<file path="src/rtl/hybrid_cache_line_mp.sv">
// hybrid_cache_line_mp: one cache line of 2^LSBBITS bytes with RDPORTS
// fixed-priority read ports (port 0 highest), one byte-enabled write port
// and stall-tolerant word-by-word fill/flush transfers to the memory arbiter.
// Optional feature macro HYBRID_CACHE_DIRTYMASK_EN: keep a per-word dirty mask
// and write back only dirty words on flush.
module hybrid_cache_line_mp #(
    parameter int unsigned ADDRBITS   = 32,
    parameter int unsigned DATABITS   = 32,
    parameter int unsigned LSBBITS    = 7,
    parameter int unsigned RDPORTS    = 2,
    parameter int unsigned MAXHITBITS = 8
) (
    input  logic                          clk,
    input  logic                          reset_n,
    input  logic [RDPORTS*ADDRBITS-1:0]   rd_addr,
    input  logic [RDPORTS-1:0]            rd_req,
    output logic [RDPORTS-1:0]            rd_hit,
    output logic [RDPORTS-1:0]            rd_grant,
    output logic [RDPORTS-1:0]            rd_valid,
    output logic [DATABITS-1:0]           rd_data,
    input  logic [ADDRBITS-1:0]           wr_addr,
    input  logic [DATABITS-1:0]           wr_data,
    input  logic [DATABITS/8-1:0]         wr_be,
    input  logic                          wr_req,
    output logic                          wr_hit,
    input  logic                          ctl_fill,
    input  logic                          ctl_flush,
    input  logic [ADDRBITS-LSBBITS-1:0]   ctl_new_region,
    output logic                          ctl_ready,
    output logic                          ctl_dirty,
    output logic                          ctl_hit,
    output logic [MAXHITBITS-1:0]         ctl_hitcnt,
    output logic [ADDRBITS-1:0]           mem_addr,
    output logic [DATABITS-1:0]           mem_wdata,
    output logic                          mem_rdreq,
    output logic                          mem_wrreq,
    input  logic                          mem_stall,
    input  logic [DATABITS-1:0]           mem_rdata,
    input  logic                          mem_rdata_valid
);
    localparam int unsigned BYTES   = DATABITS / 8;
    localparam int unsigned OFFB    = $clog2(BYTES);
    localparam int unsigned WBITS   = LSBBITS - OFFB;
    localparam int unsigned WORDS   = 1 << WBITS;
    localparam int unsigned TAGBITS = ADDRBITS - LSBBITS;
    localparam logic [MAXHITBITS-1:0] MAXHITCNT = '1;

    localparam logic [1:0] S_CACHE = 2'd0;
    localparam logic [1:0] S_FLUSH = 2'd1;
    localparam logic [1:0] S_FILL  = 2'd2;

    logic [1:0]          state_q, state_nxt;
    logic [TAGBITS-1:0]  tag_q, pend_tag_q;
    logic                pend_fill_q, empty_q;
    logic [WBITS-1:0]    iss_idx_q, rsp_idx_q, gnt_word, flush_word, wr_word;
    logic                iss_done_q, gnt_any, wr_en, wr_accept, flush_any, flush_last, fill_done;
    logic [DATABITS-1:0] line_q [WORDS];
    logic                unused_addr_bits;

    assign unused_addr_bits = ^{rd_addr, wr_addr};
    assign wr_word   = wr_addr[OFFB +: WBITS];
    assign wr_hit    = wr_req && !empty_q && (wr_addr[ADDRBITS-1:LSBBITS] == tag_q);
    assign ctl_ready = (state_q == S_CACHE);
    assign ctl_hit   = (|rd_hit) || wr_hit;
    assign wr_en     = (state_q == S_CACHE) && wr_hit;
    assign wr_accept = (state_q == S_FLUSH) && flush_any && !mem_stall;
    assign fill_done = (state_q == S_FILL) && mem_rdata_valid && (rsp_idx_q == WBITS'(WORDS - 1));

    // Per-port tag match and fixed-priority grant (lowest index wins)
    always_comb begin
        rd_hit   = '0;
        rd_grant = '0;
        gnt_any  = 1'b0;
        gnt_word = '0;
        for (int i = 0; i < int'(RDPORTS); i++) begin
            rd_hit[i] = rd_req[i] && !empty_q &&
                        (rd_addr[i*ADDRBITS+LSBBITS +: TAGBITS] == tag_q);
            if (rd_hit[i] && ctl_ready && !gnt_any) begin
                rd_grant[i] = 1'b1;
                gnt_any     = 1'b1;
                gnt_word    = rd_addr[i*ADDRBITS+OFFB +: WBITS];
            end
        end
    end

`ifdef HYBRID_CACHE_DIRTYMASK_EN
    logic [WORDS-1:0] dmask_q, dmask_nxt, flush_onehot;

    // Flush walks dirty words only, lowest index first
    always_comb begin
        flush_word = '0;
        for (int i = int'(WORDS) - 1; i >= 0; i--) begin
            if (dmask_q[i]) flush_word = WBITS'(i);
        end
        flush_any    = |dmask_q;
        flush_onehot = WORDS'(1) << flush_word;
        dmask_nxt    = wr_accept ? (dmask_q & ~flush_onehot) : dmask_q;
        flush_last   = (state_q == S_FLUSH) && (dmask_nxt == '0);
    end

    // Per-word dirty mask
    always_ff @(posedge clk or negedge reset_n) begin
        if (!reset_n)                 dmask_q <= '0;
        else if (state_q == S_FLUSH)  dmask_q <= dmask_nxt;
        else if (fill_done)           dmask_q <= '0;
        else if (wr_en)               dmask_q[wr_word] <= 1'b1;
    end
`else
    logic [WBITS-1:0] flush_idx_q;

    assign flush_word = flush_idx_q;
    assign flush_any  = 1'b1;
    assign flush_last = wr_accept && (flush_idx_q == WBITS'(WORDS - 1));

    // Flush walks every word of the line
    always_ff @(posedge clk or negedge reset_n) begin
        if (!reset_n)                 flush_idx_q <= '0;
        else if (state_q != S_FLUSH)  flush_idx_q <= '0;
        else if (wr_accept)           flush_idx_q <= flush_idx_q + WBITS'(1);
    end
`endif

    // Next state and memory request generation
    always_comb begin
        state_nxt = state_q;
        mem_rdreq = 1'b0;
        mem_wrreq = 1'b0;
        mem_addr  = '0;
        mem_wdata = '0;
        case (state_q)
            S_CACHE: begin
                if (ctl_flush)     state_nxt = S_FLUSH;
                else if (ctl_fill) state_nxt = S_FILL;
            end
            S_FLUSH: begin
                mem_wrreq = flush_any;
                mem_addr  = ADDRBITS'({tag_q, flush_word}) << OFFB;
                mem_wdata = flush_any ? line_q[flush_word] : '0;
                if (flush_last) state_nxt = pend_fill_q ? S_FILL : S_CACHE;
            end
            S_FILL: begin
                mem_rdreq = !iss_done_q;
                mem_addr  = ADDRBITS'({tag_q, iss_idx_q}) << OFFB;
                if (fill_done) state_nxt = S_CACHE;
            end
            default: state_nxt = S_CACHE;
        endcase
    end

    // State, tag, status, hit counter, read response and fill counters
    always_ff @(posedge clk or negedge reset_n) begin
        if (!reset_n) begin
            state_q     <= S_CACHE;
            tag_q       <= '0;
            pend_tag_q  <= '0;
            pend_fill_q <= 1'b0;
            empty_q     <= 1'b1;
            ctl_dirty   <= 1'b0;
            ctl_hitcnt  <= '0;
            rd_valid    <= '0;
            rd_data     <= '0;
            iss_idx_q   <= '0;
            iss_done_q  <= 1'b0;
            rsp_idx_q   <= '0;
        end else begin
            state_q  <= state_nxt;
            rd_valid <= rd_grant;
            if (gnt_any) rd_data <= line_q[gnt_word];
            case (state_q)
                S_CACHE: begin
                    if (wr_en) ctl_dirty <= 1'b1;
                    if ((rd_req != '0) || wr_req) begin
                        if (ctl_hit) begin
                            if (ctl_hitcnt != MAXHITCNT) ctl_hitcnt <= ctl_hitcnt + 1'b1;
                        end else if (ctl_hitcnt != '0) begin
                            ctl_hitcnt <= ctl_hitcnt - 1'b1;
                        end
                    end
                    if (ctl_flush) begin
                        pend_fill_q <= ctl_fill;
                        pend_tag_q  <= ctl_new_region;
                    end else if (ctl_fill) begin
                        tag_q   <= ctl_new_region;
                        empty_q <= 1'b1;
                    end
                end
                S_FLUSH: begin
                    if (flush_last) begin
                        ctl_dirty   <= 1'b0;
                        empty_q     <= 1'b1;
                        pend_fill_q <= 1'b0;
                        if (pend_fill_q) tag_q <= pend_tag_q;
                        else             ctl_hitcnt <= '0;
                    end
                end
                S_FILL: begin
                    if (fill_done) begin
                        empty_q    <= 1'b0;
                        ctl_dirty  <= 1'b0;
                        ctl_hitcnt <= MAXHITCNT;
                    end
                end
                default: ;
            endcase
            if (state_q != S_FILL) begin
                iss_idx_q  <= '0;
                iss_done_q <= 1'b0;
                rsp_idx_q  <= '0;
            end else begin
                if (mem_rdreq && !mem_stall) begin
                    iss_idx_q <= iss_idx_q + WBITS'(1);
                    if (iss_idx_q == WBITS'(WORDS - 1)) iss_done_q <= 1'b1;
                end
                if (mem_rdata_valid) rsp_idx_q <= rsp_idx_q + WBITS'(1);
            end
        end
    end

    // Line storage: byte-lane write hits and in-order fill responses
    always_ff @(posedge clk) begin
        if (wr_en) begin
            for (int b = 0; b < int'(BYTES); b++) begin
                if (wr_be[b]) line_q[wr_word][b*8 +: 8] <= wr_data[b*8 +: 8];
            end
        end
        if ((state_q == S_FILL) && mem_rdata_valid) line_q[rsp_idx_q] <= mem_rdata;
    end
endmodule
</file>
<file path="config.mk">
export PLATFORM = sky130hd
export DESIGN_NAME = hybrid_cache_line_mp
export DESIGN_NICKNAME = d
export VERILOG_FILES = /design/src/rtl/hybrid_cache_line_mp.sv
export SDC_FILE = /design/constraint.sdc
export NUM_CORES = 2
export LEC_CHECK = 0
export BUFFER_PORTS_ARGS = -buffer_cell sky130_fd_sc_hd__buf_2
export CORE_UTILIZATION = 29
export DETAILED_ROUTE_END_ITERATION = 8
export HOLD_SLACK_MARGIN = 0.02
export PLACE_DENSITY = 0.42
export REMOVE_ABC_BUFFERS = 1
export SYNTH_ARGS = -nofsm -noshare
export SYNTH_HDL_FRONTEND = slang
export SYNTH_SLANG_ARGS = --single-unit
</file>
<file path="constraint.sdc">
create_clock -name clk -period 12.1 [get_ports clk]
set_clock_uncertainty 0.05 [all_clocks]
set_input_delay 2.42 -clock clk [delete_from_list [all_inputs] [get_ports clk]]
set_output_delay 2.42 -clock clk [all_outputs]
set_load 0.02 [all_outputs]
</file>
==> results.py <==
metrics = {
    "logic_synthesis": {
        "synth_area_sq_mm": 0.05568,
        "synth-edff-count": 1024,
        "synth_area_per_cell_sq_um": 15.64,
        "synth_flop_cell": "edfxtp_1",
        "synth_top_area_cell": "edfxtp_1",
        "ys_seq_area_share_pct": 60.30,
        "synthTopCellsByArea": "edfxtp_1 55%, mux4_2 18%, dfrtp_1 5.0%, mux2i_1 3.0%, nand2_1 2.6%",
        "yosysTopAreaCellShare_pct": 55.22,
        "synth_seq_cells": 1137,
        "synthArstFlopShare_pct": 9.938,
        "syn_inst": 3561,
        "yosysWarnings": 0,
        "synthDistinctLibCells": 78,
    },
    "clock_tree": {
        "cts_tree": "yes",
        "post_cts_buffers": 0,
        "cts_buffer_depth": 3,
        "cts_buffers": 132,
        "cts_hold_buf": 0,
        "clk_transition_reported_paths_ps": 60,
        "htreeDepth": 4,
        "post_cts_resized": 0,
        "clk_latency_ps": 780,
        "clkSinkCount": 1137,
        "root_buffer": "clkbuf_16",
    },
    "layout": {
        "nets": 4100,
        "fin_cells": 6509,
        "register_area_sq_mm": 0.03359,
        "multi_input_area_sq_mm": 0.02102,
        "syn_to_final_growth_pct": 16.71,
        "nFillCells": 18408,
        "drive_gt1_share_pct": 31.14,
    },
    "critical_path": {
        "reg2reg_to": "ctl_hitcnt[7]$_DFFE_PN0P_",
        "regToRegSetupSlack_ps": 6720,
        "worst-path-max-fanout": 23,
        "start_kind": "primary input",
        "cp-end-kind": "output pin",
        "r2r-start": "tag_q[12]$_DFFE_PN0P_",
        "worstSetupPathType": "primary input to output pin",
        "cp.required_ps": 9630,
        "crit_arrival_ps": 5470,
        "startpoint": "rd_addr[19]",
        "crit_path_cell_trace": "buf_2 -> xor2_1 -> nor4_1 -> and4_1 -> nand2_2 -> inv_2 -> nor3_1 -> buf_4 -> inv_1 -> buf_2",
        "crit_top_cell": "buf_2",
        "max_stage_delay_ps": 660,
        "crit_slowest_cell": "and4_1",
        "r2r_cells": 18,
    },
    "drt": {
        "vias": 35430,
        "avgViaCountPerCell": 5.443,
        "drt_iter0_markers": 3412,
        "totalWireLength_mm": 204.6,
        "firstDrtPassIters": 7,
        "routedWlPerCell_um": 31.43,
        "remaining_drc_errors": 0,
        "drtAntennaViolNets": 0,
    },
    "global_routing": {
        "grt_max_degree": 119,
        "grt_pass1_vias": 35339,
        "grt_pass1_wl_mm": 281.9,
        "grt_remaining_overflow": 0,
        "grt_usage_pct": 20.92,
        "antenna_found_initial": 13,
    },
    "status": {
        "status": "finished clean",
    },
    "placement": {
        "place_ws_ps": 4210,
        "dp_hpwl_mm": 129.7,
        "dp_cells": 6262,
        "io_buffers": 305,
        "gp_congestion": 0.8520,
    },
    "min_path": {
        "min_path_cells": 2,
        "hold_path_class": "register to register",
        "min_from": "empty_q$_DFFE_PN1P_",
        "hold_end": "empty_q$_DFFE_PN1P_",
    },
    "sta": {
        "fmax_mhz": 126.0,
        "finalHoldViolations": 0,
        "worst_slack_ps": 4162,
        "max_slew.worst_pin.slew_ps": 1239,
        "min_period_over_period_pct": 65.60,
        "rsz0062_at_grt": "false",
        "setup_viol": 0,
        "slew_headroom_pct": 17.29,
        "min_period_ps": 7938,
        "slew_viol_final": 0,
    },
    "floorplanning": {
        "core_area_sq_mm": 0.1904,
        "chipWidth_um": 440.2,
        "initial_core_util_pct": 29.25,
        "dieArea_sq_mm": 0.1938,
        "die_y_um": 440.2,
        "rows": 160,
        "pin_count": 314,
    },
    "power_and_ir_drop": {
        "pwr-share-seq_pct": 44.5,
        "powerDensity_mw_per_mm2": 169.3,
        "p_leak_nw": 20.91,
        "switching_share_pct": 28.94,
        "power_frac_clock_pct": 36.7,
        "p_comb_share_pct": 18.8,
        "vdd_ir_drop_max_mv": 0.1047,
        "power.switching_mw": 3.184,
        "p_int_mw": 7.818,
    },
    "run": {
        "maxCapViolations": 0,
    },
}
==> state kept, by name, summed over array words and instances (netlist names) <==
register	count
line_q	1024
rd_data	32
pend_tag_q	25
tag_q	25
ctl_hitcnt	8
flush_idx_q	5
iss_idx_q	5
rsp_idx_q	5
rd_valid	2
state_q	2
ctl_dirty	1
empty_q	1
iss_done_q	1
pend_fill_q	1
==> Yosys cell counts (40+ instances only) <==
| master | count |
|---|---|
| dfrtp_1 | 112 |
| xor2_1 | 74 |
| a221oi_1 | 60 |
| mux4_2 | 443 |
| clkbuf_1 | 167 |
| nor2b_1 | 55 |
| nor2_1 | 180 |
| a221o_1 | 61 |
| edfxtp_1 | 1024 |
| buf_1 | 40 |
| nand2_1 | 384 |
| o21ai_1 | 54 |
| a21oi_1 | 197 |
| mux2i_1 | 168 |
| mux2_2 | 59 |
==> power by group through the flow <==
stage,registers [mW],logic (mW),clock network (mW)
detailed placement,4.98,2.11,0
CTS,4.90,2.12,4.13
global placement,4.98,2.11,0
finish,4.90,2.07,4.03
global route,4.92,2.27,4.26
floorplan,4.98,1.42,0
==> worst max path at each step <==
stage / to / cells past startpoint
2_1_floorplan: rd_data[0]$_DFFE_PN0P_ / 10
3_3_place_gp: ctl_hit / 10
3_5_place_dp: ctl_hit / 10
4_1_cts: ctl_hit / 10
5_1_grt: ctl_hit / 10
6_report: ctl_hit / 10
==> routing by layer <==
layer	vias up	part of all wire [%]	GRT usage (%)
met5	-	0.013	0
met4	4	3.5	7.348
met3	285	6.6	3.934
met2	1356	47	33.32
met1	18759	43	28.44
li1	15026	-	-
==> stage by stage <==
step                cell area [sq um]  util [%]  hold slack (ps)  setup TNS, ps  power (mW)
CTS                             64970     34.13            450.0              0       11.14
global route                    64980     34.13            466.7              0       11.46
global placement                60640     31.85            436.3              0       7.081
floorplan                       54400         -            416.2        -102710       6.409
finish                          64980     34.13            447.3              0       11.00
detailed placement              60640     31.85            441.9              0       7.091
==> area by class of cell <==
type	count	share of cell area (%)
timing repair buffer	463	4.299
multi-input combinational	2129	32.35
inverter	22	0.1271
clock inverter	60	0.9492
antenna	6	0.02310
clock buffer	181	5.718
sequential	1137	51.70
tap	2511	4.835
==> worst max-delay path: cells and delay by family <==
| family | cells | cell delay, ps |
|---|---|---|
| AND/OR/NAND/NOR | 4 | 1800 |
| buffers and inverters | 5 | 1070 |
| XOR/XNOR | 1 | 170 |
==> cell families after synthesis <==
group	count (synthesis)	synth area share, %
flip-flops	1137	60.30
AND/OR/NAND/NOR	786	6.296
multiplexers	672	22.17
AO/OA/AOI/OAI	566	7.018
buffers and inverters	296	2.456
XOR/XNOR	86	1.353
adder cells (fa/ha/maj)	17	0.3955
other	1	0.006735
==> layout by cell type, fill, tap and decap left out, types with 34 or more instances in the layout <==
cell type,instances
nor2_1,143
nor2b_1,55
o21ai_1,48
dfrtp_1,107
a21oi_1,192
a221oi_1,60
edfxtp_1,1024
buf_4,152
and2_1,36
a211oi_1,34
buf_2,304
nor4_1,34
clkbuf_16,139
a221o_1,61
clkbuf_1,34
a22oi_1,36
mux2i_1,168
nor2_2,34
xor2_1,74
nand2_1,380
mux4_2,443
mux2_2,59
o21ai_0,34
No activity file was read; power rests on OpenSTA's default activity.
